[config.mk]
export PLATFORM = sky130hd
export DESIGN_NAME = aud_dsp_flat
export DESIGN_NICKNAME = d
export VERILOG_FILES = /design/src/rtl/aud_dsp_if.sv /design/src/rtl/aud_dsp.sv /design/src/flat_wrapper.sv
export SDC_FILE = /design/constraint.sdc
export NUM_CORES = 1
export LEC_CHECK = 0
export BUFFER_PORTS_ARGS = -buffer_cell sky130_fd_sc_hd__buf_2
export CORE_ASPECT_RATIO = 1.4
export CORE_MARGIN = 2
export CORE_UTILIZATION = 29
export DETAILED_ROUTE_END_ITERATION = 7
export SLEW_MARGIN = 20
export SYNTH_ARGS = -nofsm -noshare
export SYNTH_HDL_FRONTEND = slang
export SYNTH_SLANG_ARGS = --single-unit
[constraint.sdc]
create_clock -name i_clk -period 12.2 [get_ports i_clk]
set_input_delay 1.22 -clock i_clk [delete_from_list [all_inputs] [get_ports i_clk]]
set_output_delay 1.22 -clock i_clk [all_outputs]
set_load 0.01 [all_outputs]
[src/rtl/aud_dsp_if.sv]
`default_nettype none
// aud_dsp_if: SRAM read port plus DAC serializer handshake for the playback engine.
interface aud_dsp_if #(
  parameter int ADDR_W = 20,
  parameter int DATA_W = 16
);
  logic [ADDR_W-1:0] o_sram_addr;
  logic [DATA_W-1:0] i_sram_data;
  logic              i_daclrck;
  logic [DATA_W-1:0] o_dac_data;
  logic              o_player_en;
  logic              o_done;

  modport master (
    output o_sram_addr, o_dac_data, o_player_en, o_done,
    input  i_sram_data, i_daclrck
  );

  modport slave (
    input  o_sram_addr, o_dac_data, o_player_en, o_done,
    output i_sram_data, i_daclrck
  );
endinterface
`default_nettype wire

[src/rtl/aud_dsp.sv]
`default_nettype none
// aud_dsp: SRAM playback engine with speed control (skip / hold / linear interpolation) feeding the I2S DAC.
// Build option: define AUD_DSP_REVERSE_EN to add i_reverse (backwards playback from i_end_addr).
module aud_dsp #(
  parameter int ADDR_W  = 20,
  parameter int DATA_W  = 16,
  parameter int SPEED_W = 3
) (
  input  wire logic               i_clk,
  input  wire logic               i_rst_n,
  input  wire logic               i_start,
  input  wire logic               i_pause,
  input  wire logic               i_stop,
  input  wire logic               i_fast,
  input  wire logic               i_slow_0,
  input  wire logic               i_slow_1,
  input  wire logic [SPEED_W-1:0] i_speed,
  input  wire logic [ADDR_W-1:0]  i_end_addr,
`ifdef AUD_DSP_REVERSE_EN
  input  wire logic               i_reverse,
`endif
  aud_dsp_if.master               bus
);
  localparam int NW = SPEED_W + 1;
  localparam int PW = DATA_W + SPEED_W + 2;
  localparam int XW = PW + 18;

  typedef enum logic [2:0] {
    S_IDLE, S_PAUSED, S_WAIT, S_FETCH0, S_FETCH1, S_CALC, S_PLAY
  } state_t;
  typedef enum logic [1:0] {M_NORM, M_SLOW0, M_SLOW1, M_FAST} mode_t;

  state_t              r_state, w_state_nxt;
  mode_t               r_mode, w_mode_nxt, w_mode_sel;
  logic [ADDR_W-1:0]   r_addr, w_addr_nxt, r_sram_addr, w_sram_nxt;
  logic [ADDR_W-1:0]   w_home, w_home_start, w_nbr_addr, w_addr_adv;
  logic [SPEED_W-1:0]  r_frac, w_frac_nxt, w_frac_adv, r_speed, w_speed_nxt;
  logic [NW-1:0]       r_n, w_n_nxt, w_n_sel, w_step, w_c0, w_c1;
  logic [DATA_W-1:0]   r_s0, w_s0_nxt, r_s1, w_s1_nxt, r_dac, w_dac_nxt, w_interp;
  logic                r_en, w_en_nxt, r_done, w_done_nxt, r_last, w_last_nxt;
  logic                r_lrc, r_lrc_d, w_rise, w_fall;
  logic                w_slow, w_wrap, w_past, w_rev, w_rev_start;
  logic [ADDR_W:0]     w_fwd, w_step_x;
  logic signed [PW-1:0] w_s0x, w_s1x, w_c0x, w_c1x, w_wsum;
  logic signed [XW-1:0] w_wx, w_rx, w_scaled;
  logic [16:0]         w_recip;

`ifdef AUD_DSP_REVERSE_EN
  logic r_rev;
  always_ff @(posedge i_clk or negedge i_rst_n) begin
    if (!i_rst_n)
      r_rev <= 1'b0;
    else if (r_state == S_IDLE && i_start && !i_stop && !i_pause)
      r_rev <= i_reverse;
  end
  assign w_rev       = r_rev;
  assign w_rev_start = i_reverse;
`else
  assign w_rev       = 1'b0;
  assign w_rev_start = 1'b0;
`endif

  assign w_rise       = r_lrc & ~r_lrc_d;
  assign w_fall       = ~r_lrc & r_lrc_d;
  assign w_home       = w_rev ? i_end_addr : '0;
  assign w_home_start = w_rev_start ? i_end_addr : '0;

  always_comb begin
    w_mode_sel = M_NORM;
    w_n_sel    = NW'(1);
    if (i_fast) begin
      w_mode_sel = M_FAST;
      w_n_sel    = {1'b0, i_speed} + NW'(1);
    end else if (i_slow_1) begin
      w_mode_sel = M_SLOW1;
      w_n_sel    = {1'b0, i_speed} + NW'(1);
    end else if (i_slow_0) begin
      w_mode_sel = M_SLOW0;
      w_n_sel    = {1'b0, i_speed} + NW'(1);
    end
  end

  // Slow modes step the address only when the hold/interpolation phase wraps.
  assign w_slow     = (r_mode == M_SLOW0) || (r_mode == M_SLOW1);
  assign w_wrap     = ({1'b0, r_frac} == (r_n - NW'(1)));
  assign w_step     = w_slow ? (w_wrap ? NW'(1) : '0) : r_n;
  assign w_frac_adv = (w_slow && !w_wrap) ? r_frac + SPEED_W'(1) : '0;
  assign w_step_x   = {{(ADDR_W + 1 - NW){1'b0}}, w_step};
  assign w_fwd      = {1'b0, r_addr} + w_step_x;
  assign w_past     = w_rev ? (w_step_x > {1'b0, r_addr}) : (w_fwd > {1'b0, i_end_addr});
  assign w_addr_adv = w_rev ? (r_addr - w_step_x[ADDR_W-1:0]) : w_fwd[ADDR_W-1:0];
  assign w_nbr_addr = w_rev ? ((r_addr == '0) ? r_addr : r_addr - ADDR_W'(1))
                            : ((r_addr >= i_end_addr) ? r_addr : r_addr + ADDR_W'(1));

  always_comb begin
    case (r_n)
      NW'(2):  w_recip = 17'd32768;
      NW'(3):  w_recip = 17'd21846;
      NW'(4):  w_recip = 17'd16384;
      NW'(5):  w_recip = 17'd13108;
      NW'(6):  w_recip = 17'd10923;
      NW'(7):  w_recip = 17'd9363;
      NW'(8):  w_recip = 17'd8192;
      default: w_recip = 17'd65536;
    endcase
  end

  // Weighted sum scaled by a fixed-point reciprocal of N; the >>>16 floors toward -inf.
  assign w_c1     = {1'b0, r_frac};
  assign w_c0     = r_n - w_c1;
  assign w_s0x    = {{(PW - DATA_W){r_s0[DATA_W-1]}}, r_s0};
  assign w_s1x    = {{(PW - DATA_W){r_s1[DATA_W-1]}}, r_s1};
  assign w_c0x    = {{(PW - NW){1'b0}}, w_c0};
  assign w_c1x    = {{(PW - NW){1'b0}}, w_c1};
  assign w_wsum   = w_s0x * w_c0x + w_s1x * w_c1x;
  assign w_wx     = {{(XW - PW){w_wsum[PW-1]}}, w_wsum};
  assign w_rx     = {{(XW - 17){1'b0}}, w_recip};
  assign w_scaled = w_wx * w_rx;
  assign w_interp = DATA_W'(w_scaled >>> 16);

  always_comb begin
    w_state_nxt = r_state;
    w_mode_nxt  = r_mode;
    w_addr_nxt  = r_addr;
    w_sram_nxt  = r_sram_addr;
    w_frac_nxt  = r_frac;
    w_speed_nxt = r_speed;
    w_n_nxt     = r_n;
    w_s0_nxt    = r_s0;
    w_s1_nxt    = r_s1;
    w_dac_nxt   = r_dac;
    w_en_nxt    = r_en;
    w_done_nxt  = 1'b0;
    w_last_nxt  = r_last;
    case (r_state)
      S_IDLE: if (i_start) begin
        w_state_nxt = S_WAIT;
        w_addr_nxt  = w_home_start;
        w_frac_nxt  = '0;
        w_last_nxt  = 1'b0;
      end
      S_PAUSED: if (i_start) w_state_nxt = S_WAIT;
      S_WAIT: if (w_rise) begin
        w_state_nxt = S_FETCH0;
        w_sram_nxt  = r_addr;
      end
      S_FETCH0: begin
        w_s0_nxt    = bus.i_sram_data;
        w_s1_nxt    = bus.i_sram_data;
        w_mode_nxt  = w_mode_sel;
        w_speed_nxt = i_speed;
        w_n_nxt     = w_n_sel;
        if (w_mode_sel != r_mode || i_speed != r_speed) w_frac_nxt = '0;
        if (w_mode_sel == M_SLOW1) begin
          w_state_nxt = S_FETCH1;
          w_sram_nxt  = w_nbr_addr;
        end else begin
          w_state_nxt = S_CALC;
        end
      end
      S_FETCH1: begin
        w_s1_nxt    = bus.i_sram_data;
        w_state_nxt = S_CALC;
      end
      S_CALC: begin
        w_dac_nxt   = (r_mode == M_SLOW1) ? w_interp : r_s0;
        w_frac_nxt  = w_frac_adv;
        w_state_nxt = S_PLAY;
        if (w_past) w_last_nxt = 1'b1;
        else        w_addr_nxt = w_addr_adv;
      end
      S_PLAY: begin
        if (w_rise) begin
          w_en_nxt = 1'b0;
          if (r_last) begin
            w_done_nxt  = 1'b1;
            w_addr_nxt  = w_home;
            w_frac_nxt  = '0;
            w_last_nxt  = 1'b0;
            w_state_nxt = S_IDLE;
          end else begin
            w_sram_nxt  = r_addr;
            w_state_nxt = S_FETCH0;
          end
        end else if (w_fall) begin
          w_en_nxt = 1'b1;
        end
      end
      default: w_state_nxt = S_IDLE;
    endcase

    if (i_stop) begin
      w_state_nxt = S_IDLE;
      w_addr_nxt  = w_home;
      w_frac_nxt  = '0;
      w_dac_nxt   = '0;
      w_en_nxt    = 1'b0;
      w_done_nxt  = 1'b0;
      w_last_nxt  = 1'b0;
    end else if (i_pause) begin
      // Pausing an idle player just swallows any coincident start.
      w_state_nxt = (r_state == S_IDLE) ? S_IDLE : S_PAUSED;
      w_addr_nxt  = r_addr;
      w_frac_nxt  = r_frac;
      w_dac_nxt   = '0;
      w_en_nxt    = 1'b0;
      w_done_nxt  = 1'b0;
      w_last_nxt  = r_last;
    end
  end

  always_ff @(posedge i_clk or negedge i_rst_n) begin
    if (!i_rst_n) begin
      r_state     <= S_IDLE;
      r_mode      <= M_NORM;
      r_addr      <= '0;
      r_sram_addr <= '0;
      r_frac      <= '0;
      r_speed     <= '0;
      r_n         <= NW'(1);
      r_s0        <= '0;
      r_s1        <= '0;
      r_dac       <= '0;
      r_en        <= 1'b0;
      r_done      <= 1'b0;
      r_last      <= 1'b0;
      r_lrc       <= 1'b0;
      r_lrc_d     <= 1'b0;
    end else begin
      r_state     <= w_state_nxt;
      r_mode      <= w_mode_nxt;
      r_addr      <= w_addr_nxt;
      r_sram_addr <= w_sram_nxt;
      r_frac      <= w_frac_nxt;
      r_speed     <= w_speed_nxt;
      r_n         <= w_n_nxt;
      r_s0        <= w_s0_nxt;
      r_s1        <= w_s1_nxt;
      r_dac       <= w_dac_nxt;
      r_en        <= w_en_nxt;
      r_done      <= w_done_nxt;
      r_last      <= w_last_nxt;
      r_lrc       <= bus.i_daclrck;
      r_lrc_d     <= r_lrc;
    end
  end

  assign bus.o_sram_addr = r_sram_addr;
  assign bus.o_dac_data  = r_dac;
  assign bus.o_player_en = r_en;
  assign bus.o_done      = r_done;
endmodule
`default_nettype wire
[src/flat_wrapper.sv]
// flat-port wrapper written by rule: the top's interface ports become plain ports
module aud_dsp_flat 
#(
  parameter int ADDR_W  = 20,
  parameter int DATA_W  = 16,
  parameter int SPEED_W = 3
)
  (i_clk, i_rst_n, i_start, i_pause, i_stop, i_fast, i_slow_0, i_slow_1, i_speed, i_end_addr, bus_o_sram_addr, bus_o_dac_data, bus_o_player_en, bus_o_done, bus_i_sram_data, bus_i_daclrck);
  aud_dsp_if #(.ADDR_W(ADDR_W), .DATA_W(DATA_W)) bus_i ();
  input  wire logic i_clk;
  input  wire logic i_rst_n;
  input  wire logic i_start;
  input  wire logic i_pause;
  input  wire logic i_stop;
  input  wire logic i_fast;
  input  wire logic i_slow_0;
  input  wire logic i_slow_1;
  input  wire logic [SPEED_W-1:0] i_speed;
  input  wire logic [ADDR_W-1:0] i_end_addr;
  output wire logic [$bits(bus_i.o_sram_addr)-1:0] bus_o_sram_addr;
  output wire logic [$bits(bus_i.o_dac_data)-1:0] bus_o_dac_data;
  output wire logic [$bits(bus_i.o_player_en)-1:0] bus_o_player_en;
  output wire logic [$bits(bus_i.o_done)-1:0] bus_o_done;
  input wire logic [$bits(bus_i.i_sram_data)-1:0] bus_i_sram_data;
  input wire logic [$bits(bus_i.i_daclrck)-1:0] bus_i_daclrck;
  assign bus_o_sram_addr = bus_i.o_sram_addr;
  assign bus_o_dac_data = bus_i.o_dac_data;
  assign bus_o_player_en = bus_i.o_player_en;
  assign bus_o_done = bus_i.o_done;
  assign bus_i.i_sram_data = bus_i_sram_data;
  assign bus_i.i_daclrck = bus_i_daclrck;
  aud_dsp #(.ADDR_W(ADDR_W), .DATA_W(DATA_W), .SPEED_W(SPEED_W)) u_core (.i_clk(i_clk), .i_rst_n(i_rst_n), .i_start(i_start), .i_pause(i_pause), .i_stop(i_stop), .i_fast(i_fast), .i_slow_0(i_slow_0), .i_slow_1(i_slow_1), .i_speed(i_speed), .i_end_addr(i_end_addr), .bus(bus_i));
endmodule
==> results of run 1 <==
-- cells in the final DEF (no fill, tap or decap), types with 14 or more instances in the layout --
cell type / count
ha_1: 195
o221ai_1: 14
buf_2: 84
buf_4: 47
o21ai_1: 33
nor2b_1: 29
nand3_1: 25
nand4_1: 19
nor2_1: 199
fa_1: 380
a21o_1: 29
nor3_1: 22
xnor2_1: 73
mux2_2: 37
xor2_1: 24
inv_1: 532
nand2b_1: 27
a21oi_1: 57
dfrtp_1: 107
and2_1: 68
nand2_1: 180
o21ai_0: 46
-- path summary, 6_finish.rpt --
path,startpoint,to,slack (ns),depth (start not counted)
hold / removal,u_core.r_lrc,u_core.r_lrc_d,0.40,0
max in group asynchronous,i_rst_n,u_core.r_n[2],10.03,2
hold reg to reg,u_core.r_lrc,u_core.r_lrc_d,0.40,0
min in group asynchronous,i_rst_n,u_core.bus.o_sram_addr[10],0.83,1
setup / recovery,u_core.r_n[0],u_core.bus.o_dac_data[15],0.53,45
setup reg to reg,u_core.r_n[0],u_core.bus.o_dac_data[15],0.53,45
-- worst register-to-register path: cells and delay by family (launching register included) --
family,cells,cell delay [ns]
adder cells (fa/ha/maj),14,6.05
XOR/XNOR,3,0.46
AND/OR/NAND/NOR,4,0.97
AO/OA/AOI/OAI,11,2.12
flip-flops,1,0.58
buffers and inverters,12,1.20
multiplexers,1,0.18
-- metal layers --
layer  track usage  share of wire  up-vias
li1              -              -     7406
met1        0.1849           0.36     8176
met2        0.3181           0.53      418
met3       0.02265          0.042      175
met4       0.09693          0.063       16
met5             0         0.0016        -
-- area by class of cell --
class	instances	area (um^2)
Clock buffer	9	225.2
Multi-Input combinational cell	1629	16390
Tap cell	952	1191
Clock inverter	7	86.33
Inverter	534	2004
Sequential cell	108	2704
Antenna cell	1	2.502
Timing Repair Buffer	131	773.2
Fill cell	7706	49240
-- flip-flops by register name (all words and copies together) (netlist names), 2 cells and up --
register / count
u_core.r_mode: 2
u_core.bus.o_sram_addr: 20
u_core.r_frac: 3
u_core.r_state: 3
u_core.r_s0: 16
u_core.r_s1: 16
u_core.bus.o_dac_data: 16
u_core.r_n: 4
u_core.r_addr: 20
u_core.r_speed: 3
-- metrics by stage --
stage                       util  hold WS [ns]    TNS [ns]
after floorplan                -        0.3574           0
after global placement    0.3158        0.3934           0
after detailed placement  0.3158        0.3952           0
after CTS                 0.3201        0.4126           0
after global routing      0.3219        0.4322  -0.0006217
final                     0.3219        0.3969           0
-- what timing repair did --
item,in CTS,in global routing
endpoints found under the setup margin,1,10
setup buffers,0,2
hold buffers,0,0
resized for setup,1,24
pin swaps,0,1
-- cells by family after synthesis --
group           share of synthesized area
flops                              0.1272
mux                               0.02383
simple gates                       0.1382
compound gates                    0.08492
xor+xnor                          0.04349
buf+inv                            0.1079
fa+ha+maj                          0.4744
==> run_results.csv, run 1 <==
group,metric,value,unit
run_status,run_status,"complete, no violations",
global_route,overflow,0,
setup_path,cp_max_fo,16,
synthesis,yosys.area.top_type,"fa_1",
routing,drc,0,
final_layout,drive_above_1_share,0.09347,
final_layout,final_cells,3371,
clock_tree,cts.sinks,108,
setup_path,crit_slowest_cell,"dfstp_2",
final_layout,nets,3038,
setup_path,crit_top_cell,"fa_1",
global_route,grt_max_degree,67,
clock_tree,clk_pin_slew,0.08,ns
placement,post_dp_cell_area,0.02293,mm^2
synthesis,synth_cells,2345,
clock_tree,cts_buffers,9,
synthesis,yosys_register_bits,108,
synthesis,synthTopCellsByArea,"fa_1 36%, dfrtp_1 13%, ha_1 11%",
run,cap_violations,0,
sta,fin_worst_skew,0.02185,ns
synthesis,synth_edf_count,0,
global_route,grt_pass1_wl,98650,um
sta,hold_viol,0,
synthesis,synth_top_area_frac,0.3597,
setup_path,cp-end-kind,"flip-flop",
floorplanning,io_pins,86,
sta,layout_setup_ws,0.5316,ns
floorplanning,rows,117,
floorplanning,die_area,0.07553,mm^2
clock_tree,cts_tree,"done",
placement,numPortBuffers,85,
placement,dp_hpwl,53720,um
setup_path,cp.buffers_inverters,12,
synthesis,async_flop_share,1.000,
routing,post_drt_wl_per_cell,18.69,um
routing,drt_iter0_drc,659,
floorplanning,start_util,0.2928,
synthesis,synth_area_per_cell,9.067,um^2
synthesis,synthTopCellsByCount,"532 x inv_1, 382 x fa_1, 201 x nor2_1, 195 x ha_1, 183 x nand2_1",
clock_tree,clk_latency,0.39,ns
sta,drv_slew,0,
synthesis,synth_cell_types,69,
global_route,grt_pass1_vias,17413,
synthesis,syn-cell-area,0.02126,mm^2
global_route,grt.total_usage,0.1716,
routing,num_vias,16191,
synthesis,ys_warn_count,0,
setup_path,worstPathRequired,12.45,ns
floorplanning,die_w,232.8,um
final_layout,design_area,0.02337,mm^2
sta,max_freq,85.70,MHz
sta,fin_crit_sh,0.9564,
global_route,grt_antenna_before_repair,11,
clock_tree,cts-root-buf,"clkbuf_16",
sta,relSlewSlack,0.3407,
routing,drtAntennaViolNets,0,
synthesis,ys_seq_area_frac,0.1272,
sta,worst_pin_slew,0.9866,ns
synthesis,yosysMostFrequentCell,"inv_1",
floorplanning,core-area,0.07261,mm^2
placement,place_worst_setup_slack,0.0009823,ns
routing,drt_first_pass_iters,5,
synthesis,synth_ff_type,"dfrtp_1",
setup_path,crit_type,"flip-flop to flip-flop",
routing,via_per_inst,4.803,
routing,drt-total-wl,63010,um
final_layout,area_growth_syn_to_layout,9.928,%
floorplanning,die_h,324.4,um
sta,fin_crit,11.67,ns
placement,post-place-cells,3352,
synthesis,synth_nets,2970,
setup_path,crit_family,"adder cells",
setup_path,crit_arrival,11.92,ns
placement,place_congestion,0.9551,
clock_tree,clockBufferDepth,2,
hold_path,hp-class,"flip-flop to flip-flop",
setup_path,slowest_delay,0.58,ns
sta,setup_viol,0,
setup_path,startpoint_type,"flip-flop",
clock_tree,h-tree-depth,3,
Power of run 1 is left out: the tool's default activity adds up to more than one toggle a clock period on the data nets, which glitch-free logic cannot reach.
==> run 2, diff against run 1 <==
--- a/config.mk
+++ b/config.mk
@@ -7,7 +7,6 @@
 export LEC_CHECK = 0
 export BUFFER_PORTS_ARGS = -buffer_cell sky130_fd_sc_hd__buf_2
 export CORE_ASPECT_RATIO = 1.4
-export CORE_MARGIN = 2
 export CORE_UTILIZATION = 29
 export DETAILED_ROUTE_END_ITERATION = 7
 export SLEW_MARGIN = 20
==> constraint.sdc (replaced) <==
create_clock -name i_clk -period 12.2 [get_ports i_clk]
set_input_delay 0.61 -clock i_clk [delete_from_list [all_inputs] [get_ports i_clk]]
set_output_delay 0.61 -clock i_clk [all_outputs]
set_load 0.01 [all_outputs]
==> run 2 against run 1 <==
Compared with the run above:
- worst hold slack got worse by 0.18 ns
- via count barely moved
- largest cell class unchanged
- cell area fell by 0.10%
- critical path depth did not move
- core utilization barely moved
- sequential cell count did not move
- fmax fell by 1.2%
- routed wire length rose by 0.59%
- non-clock buffer count rose by 2
- sequential share of layout area barely moved
==> run_results.csv, run 2 (synthesis gave the netlist of run 1 again) <==
group,metric,value,unit
setup_path,startpoint_type,"flip-flop",
clock_tree,clk_pin_slew,0.09,ns
clock_tree,clockBufferDepth,2,
setup_path,crit_type,"flip-flop to flip-flop",
clock_tree,clk_latency,0.39,ns
clock_tree,h-tree-depth,3,
global_route,grt.total_usage,0.1776,
routing,via_per_inst,4.799,
placement,place_congestion,1.006,
sta,fin_worst_skew,0.01829,ns
clock_tree,cts.sinks,108,
global_route,grt_antenna_before_repair,9,
final_layout,fill_cells,7686,
setup_path,cp_max_fo,16,
hold_path,hp-class,"input port to async pin",
routing,drt_iter0_drc,692,
sta,fin_crit_sh,0.9683,
global_route,grt_pass1_vias,17850,
clock_tree,cts_buffers,9,
global_route,grt_pass1_wl,100100,um
placement,dp_hpwl,54400,um
clock_tree,ctsResizeCount,0,
sta,worst_pin_slew,1.032,ns
placement,numPortBuffers,85,
floorplanning,die_w,230.8,um
run,cap_violations,0,
floorplanning,rows,117,
routing,post_drt_wl_per_cell,18.77,um
final_layout,area_growth_syn_to_layout,9.816,%
routing,drc,0,
setup_path,slowest_delay,0.59,ns
sta,relSlewSlack,0.3098,
setup_path,crit_arrival,12.09,ns
routing,drt_first_pass_iters,5,
global_route,grt_max_degree,67,
routing,drt-total-wl,63380,um
routing,drtAntennaViolNets,0,
clock_tree,cts_setup_buffers,0,
setup_path,cp-end-kind,"flip-flop",
clock_tree,cts_tree,"done",
final_layout,drive_above_1_share,0.09091,
setup_path,crit_slowest_cell,"dfstp_2",
sta,fin_tns_setup,0,ns
routing,num_vias,16206,
clock_tree,cts-root-buf,"clkbuf_16",
sta,max_freq,84.65,MHz
floorplanning,die_h,322.4,um
final_layout,nets,3040,
clock_tree,postCtsHoldBufs,0,
run_status,run_status,"complete, no violations",
final_layout,layout_common_cells,"532 x inv_1, 380 x fa_1, 200 x nor2_1, 195 x ha_1, 183 x nand2_1",
floorplanning,start_util,0.2928,
floorplanning,die_area,0.07442,mm^2
setup_path,worstPathRequired,12.47,ns
sta,setup_viol,0,
final_layout,final_common_cell,"inv_1",
sta,hold_viol,0,
floorplanning,core-area,0.07261,mm^2
floorplanning,io_pins,86,
sta,drv_slew,0,
sta,rsz0062_at_grt,"false",
global_route,overflow,0,
sta,fin_crit,11.81,ns
[run 2: cell types whose count changed in the layout (fill, tap and decap cells not counted), moves of 2 or more]
cell and delta:
inv_8 +3, nand2_2 -3, a21oi_1 +3, diode_2 +4
buf_4 +2, a21oi_2 -3, nand2_1 +3, inv_6 -2
[run 2: final timing paths]
path,from,endpoint,slack [ns],depth (start not counted)
max,u_core.r_n[0],u_core.bus.o_dac_data[15],0.39,45
min,i_rst_n,u_core.bus.o_sram_addr[10],0.21,1
max reg2reg,u_core.r_n[0],u_core.bus.o_dac_data[15],0.39,45
min reg2reg,u_core.r_lrc,u_core.r_lrc_d,0.38,0
max in group asynchronous,i_rst_n,u_core.bus.o_dac_data[4],10.60,2
min in group i_clk,bus_i_daclrck,u_core.r_lrc,0.34,1
[run 2: worst max-delay path: cells and delay by family (launching register included)]
kind,cells,cell delay [ns]
AND/OR/NAND/NOR,4,1.15
AO/OA/AOI/OAI,11,2.31
adder cells (fa/ha/maj),14,5.95
buffers and inverters,12,1.08
XOR/XNOR,4,0.61
flip-flops,1,0.59
[run 2: per-layer routing]
metal  track usage  vias up  part of all wire
met5             0        -           0.00096
met4        0.1173       10             0.071
met3       0.02237      172             0.041
met2        0.3307      420              0.53
met1        0.1858     8181              0.36
li1              -     7423                 -
[run 2: through the flow]
stage / instances / hold slack [ns] / utilization / setup WS (ns) / area, um^2
2_1_floorplan: 2345 / 0.3144 / - / 0.8880 / 21260
3_3_place_gp: 3356 / 0.3661 / 0.3162 / 0.2333 / 22960
3_5_place_dp: 3356 / 0.3660 / 0.3162 / 0.1332 / 22960
4_1_cts: 3372 / 0.2302 / 0.3204 / 0.09619 / 23260
5_1_grt: 3374 / 0.2647 / 0.3215 / 0.04092 / 23340
6_report: 3377 / 0.2149 / 0.3216 / 0.3871 / 23350
[run 2: layout make-up]
class / count / area, um^2 / share of cell area
Multi-Input combinational cell: 1629 / 16350 / 0.7001
Clock buffer: 9 / 225.2 / 0.009646
Sequential cell: 108 / 2704 / 0.1158
Clock inverter: 7 / 77.57 / 0.003322
Tap cell: 952 / 1191 / 0.05102
Timing Repair Buffer: 133 / 788.3 / 0.03376
Antenna cell: 5 / 12.51 / 0.0005359
Inverter: 534 / 2004 / 0.08585
Power of run 2 is left out for the same reason.
==> run 3, diff against run 2 <==
--- a/config.mk
+++ b/config.mk
@@ -6,9 +6,12 @@
 export NUM_CORES = 1
 export LEC_CHECK = 0
 export BUFFER_PORTS_ARGS = -buffer_cell sky130_fd_sc_hd__buf_2
+export CELL_PAD_IN_SITES_DETAIL_PLACEMENT = 1
+export CELL_PAD_IN_SITES_GLOBAL_PLACEMENT = 2
 export CORE_ASPECT_RATIO = 1.4
 export CORE_UTILIZATION = 29
 export DETAILED_ROUTE_END_ITERATION = 7
+export PLACE_DENSITY_LB_ADDON = 0.1
 export SLEW_MARGIN = 20
 export SYNTH_ARGS = -nofsm -noshare
 export SYNTH_HDL_FRONTEND = slang
==> run 3 against run 2 <==
Compared with the run above:
- cell area grew 0.83%
- final cell count grew 0.27%
- setup slack gained 0.16 ns
- largest cell class unchanged
- global-route usage grew 2.7 points
==> run_results.csv, run 3 (synthesis gave the netlist of run 1 again) <==
group,metric,value,unit
final_layout,design_area,0.02354,mm^2
placement,dp_hpwl,63140,um
routing,drt_iter0_drc,589,
placement,post_dp_cell_area,0.02304,mm^2
placement,place_congestion,0.8685,
clock_tree,clk_pin_slew,0.09,ns
hold_path,hp-class,"input port to flip-flop",
sta,rsz0062_at_grt,"false",
setup_path,startpoint,"u_core.r_n[0]",
clock_tree,postCtsHoldBufs,0,
clock_tree,h-tree-depth,3,
setup_path,r2r_slack,0.55,ns
setup_path,reg2regPathDepth,44,
setup_path,cp-end-kind,"flip-flop",
floorplanning,die_area,0.07442,mm^2
sta,holdWs,0.3044,ns
hold_path,whs_path_depth,1,
floorplanning,start_util,0.2928,
setup_path,r2r-end,"u_core.bus.o_dac_data[15]",
sta,setup_viol,0,
run,cap_violations,0,
final_layout,fin_util,0.3242,
final_layout,layout_common_cells,"532 x inv_1, 381 x fa_1, 198 x nor2_1, 195 x ha_1, 178 x nand2_1",
sta,relSlewSlack,0.2526,
final_layout,final_cells,3386,
routing,drt_first_pass_iters,5,
placement,numPortBuffers,85,
run_status,run_status,"complete, no violations",
routing,drt-total-wl,72570,um
floorplanning,die_w,230.8,um
sta,max_freq,85.83,MHz
clock_tree,cts.sinks,108,
floorplanning,rows,117,
final_layout,nets,3053,
routing,num_vias,15838,
setup_path,crit_top_cell,"fa_1",
placement,post-place-cells,3366,
sta,fin_worst_skew,0.01468,ns
final_layout,fill_cells,8500,
final_layout,ff_latch_area,0.002704,mm^2
clock_tree,cts_buffers,9,
global_route,grt_pass1_wl,113700,um
sta,worst_pin_slew,1.118,ns
clock_tree,clk_latency,0.40,ns
routing,drtAntennaViolNets,0,
sta,fin_crit,11.65,ns
global_route,overflow,0,
clock_tree,cts-root-buf,"clkbuf_16",
global_route,grt.total_usage,0.2047,
setup_path,crit_type,"flip-flop to flip-flop",
setup_path,startpoint_type,"flip-flop",
setup_path,crit_slowest_cell,"dfstp_2",
floorplanning,core-area,0.07261,mm^2
setup_path,worstPathRequired,12.47,ns
global_route,grt_max_degree,61,
final_layout,area_growth_syn_to_layout,10.73,%
routing,drc,0,
sta,hold_viol,0,
floorplanning,die_h,322.4,um
final_layout,drive_above_1_share,0.1015,
sta,drv_slew,0,
sta,fin_crit_sh,0.9550,
setup_path,slowest_delay,0.59,ns
setup_path,r2r-start,"u_core.r_n[0]",
clock_tree,cts_tree,"done",
setup_path,worstSetupEndpoint,"u_core.bus.o_dac_data[15]",
global_route,grt_pass1_vias,18602,
final_layout,final_common_cell,"inv_1",
final_layout,multi_input_area,0.01641,mm^2
routing,via_per_inst,4.677,
global_route,grt_antenna_before_repair,4,
setup_path,cp_max_fo,16,
floorplanning,io_pins,86,
clock_tree,clockBufferDepth,2,
setup_path,crit_arrival,11.92,ns
routing,post_drt_wl_per_cell,21.43,um
[run 3: repair_timing]
item                                    in CTS  in global routing
buffers inserted                             0                  3
hold endpoints to repair                     0                  0
gates resized for setup                      2                 31
endpoints found under the setup margin       2                  9
pin swaps                                    0                  2
[run 3: routing by layer]
layer / global-route usage / up-vias / share of wire
li1: - / 7424 / -
met1: 0.2480 / 8146 / 0.42
met2: 0.3764 / 179 / 0.53
met3: 0.01945 / 83 / 0.021
met4: 0.06681 / 6 / 0.030
met5: 0 / - / 0.00051
[run 3: worst min-delay path by stage]
stage / from / end / slack (ns)
after floorplan: i_rst_n / u_core.bus.o_dac_data[0] / 0.31
after detailed placement: u_core.r_lrc / u_core.r_lrc_d / 0.37
after CTS: bus_i_daclrck / u_core.r_lrc / 0.28
after global routing: bus_i_daclrck / u_core.r_lrc / 0.29
final: bus_i_daclrck / u_core.r_lrc / 0.30
after global placement: u_core.r_lrc / u_core.r_lrc_d / 0.37
[run 3: cell type report]
type                       instances  share of cell area
multi-input combinational       1629              0.6972
sequential                       108              0.1148
inverter                         534             0.08514
tap                              952             0.05060
timing repair buffer             146             0.03779
clock buffer                       9            0.009566
clock inverter                     7            0.004730
antenna                            1           0.0001063
[run 3: per-stage QoR]
stage               setup WS, ns  TNS (ns)
floorplan                 0.8880         0
global route            0.001013         0
global placement        -0.05641  -0.05641
finish                    0.5489         0
detailed placement       -0.1141   -0.1394
CTS                      0.07210         0
[run 3: critical path, delay by kind of cell (launching register included)]
| kind | cells | cell delay (ns) |
|---|---|---|
| AOI/OAI and AO/OA | 12 | 2.53 |
| xor gates and xnor gates | 4 | 0.79 |
| adders and majority gates | 14 | 6.02 |
| buffers and inverters | 11 | 0.89 |
| DFF | 1 | 0.59 |
| and+or+nand+nor | 3 | 0.70 |
Power of run 3 is left out for the same reason.
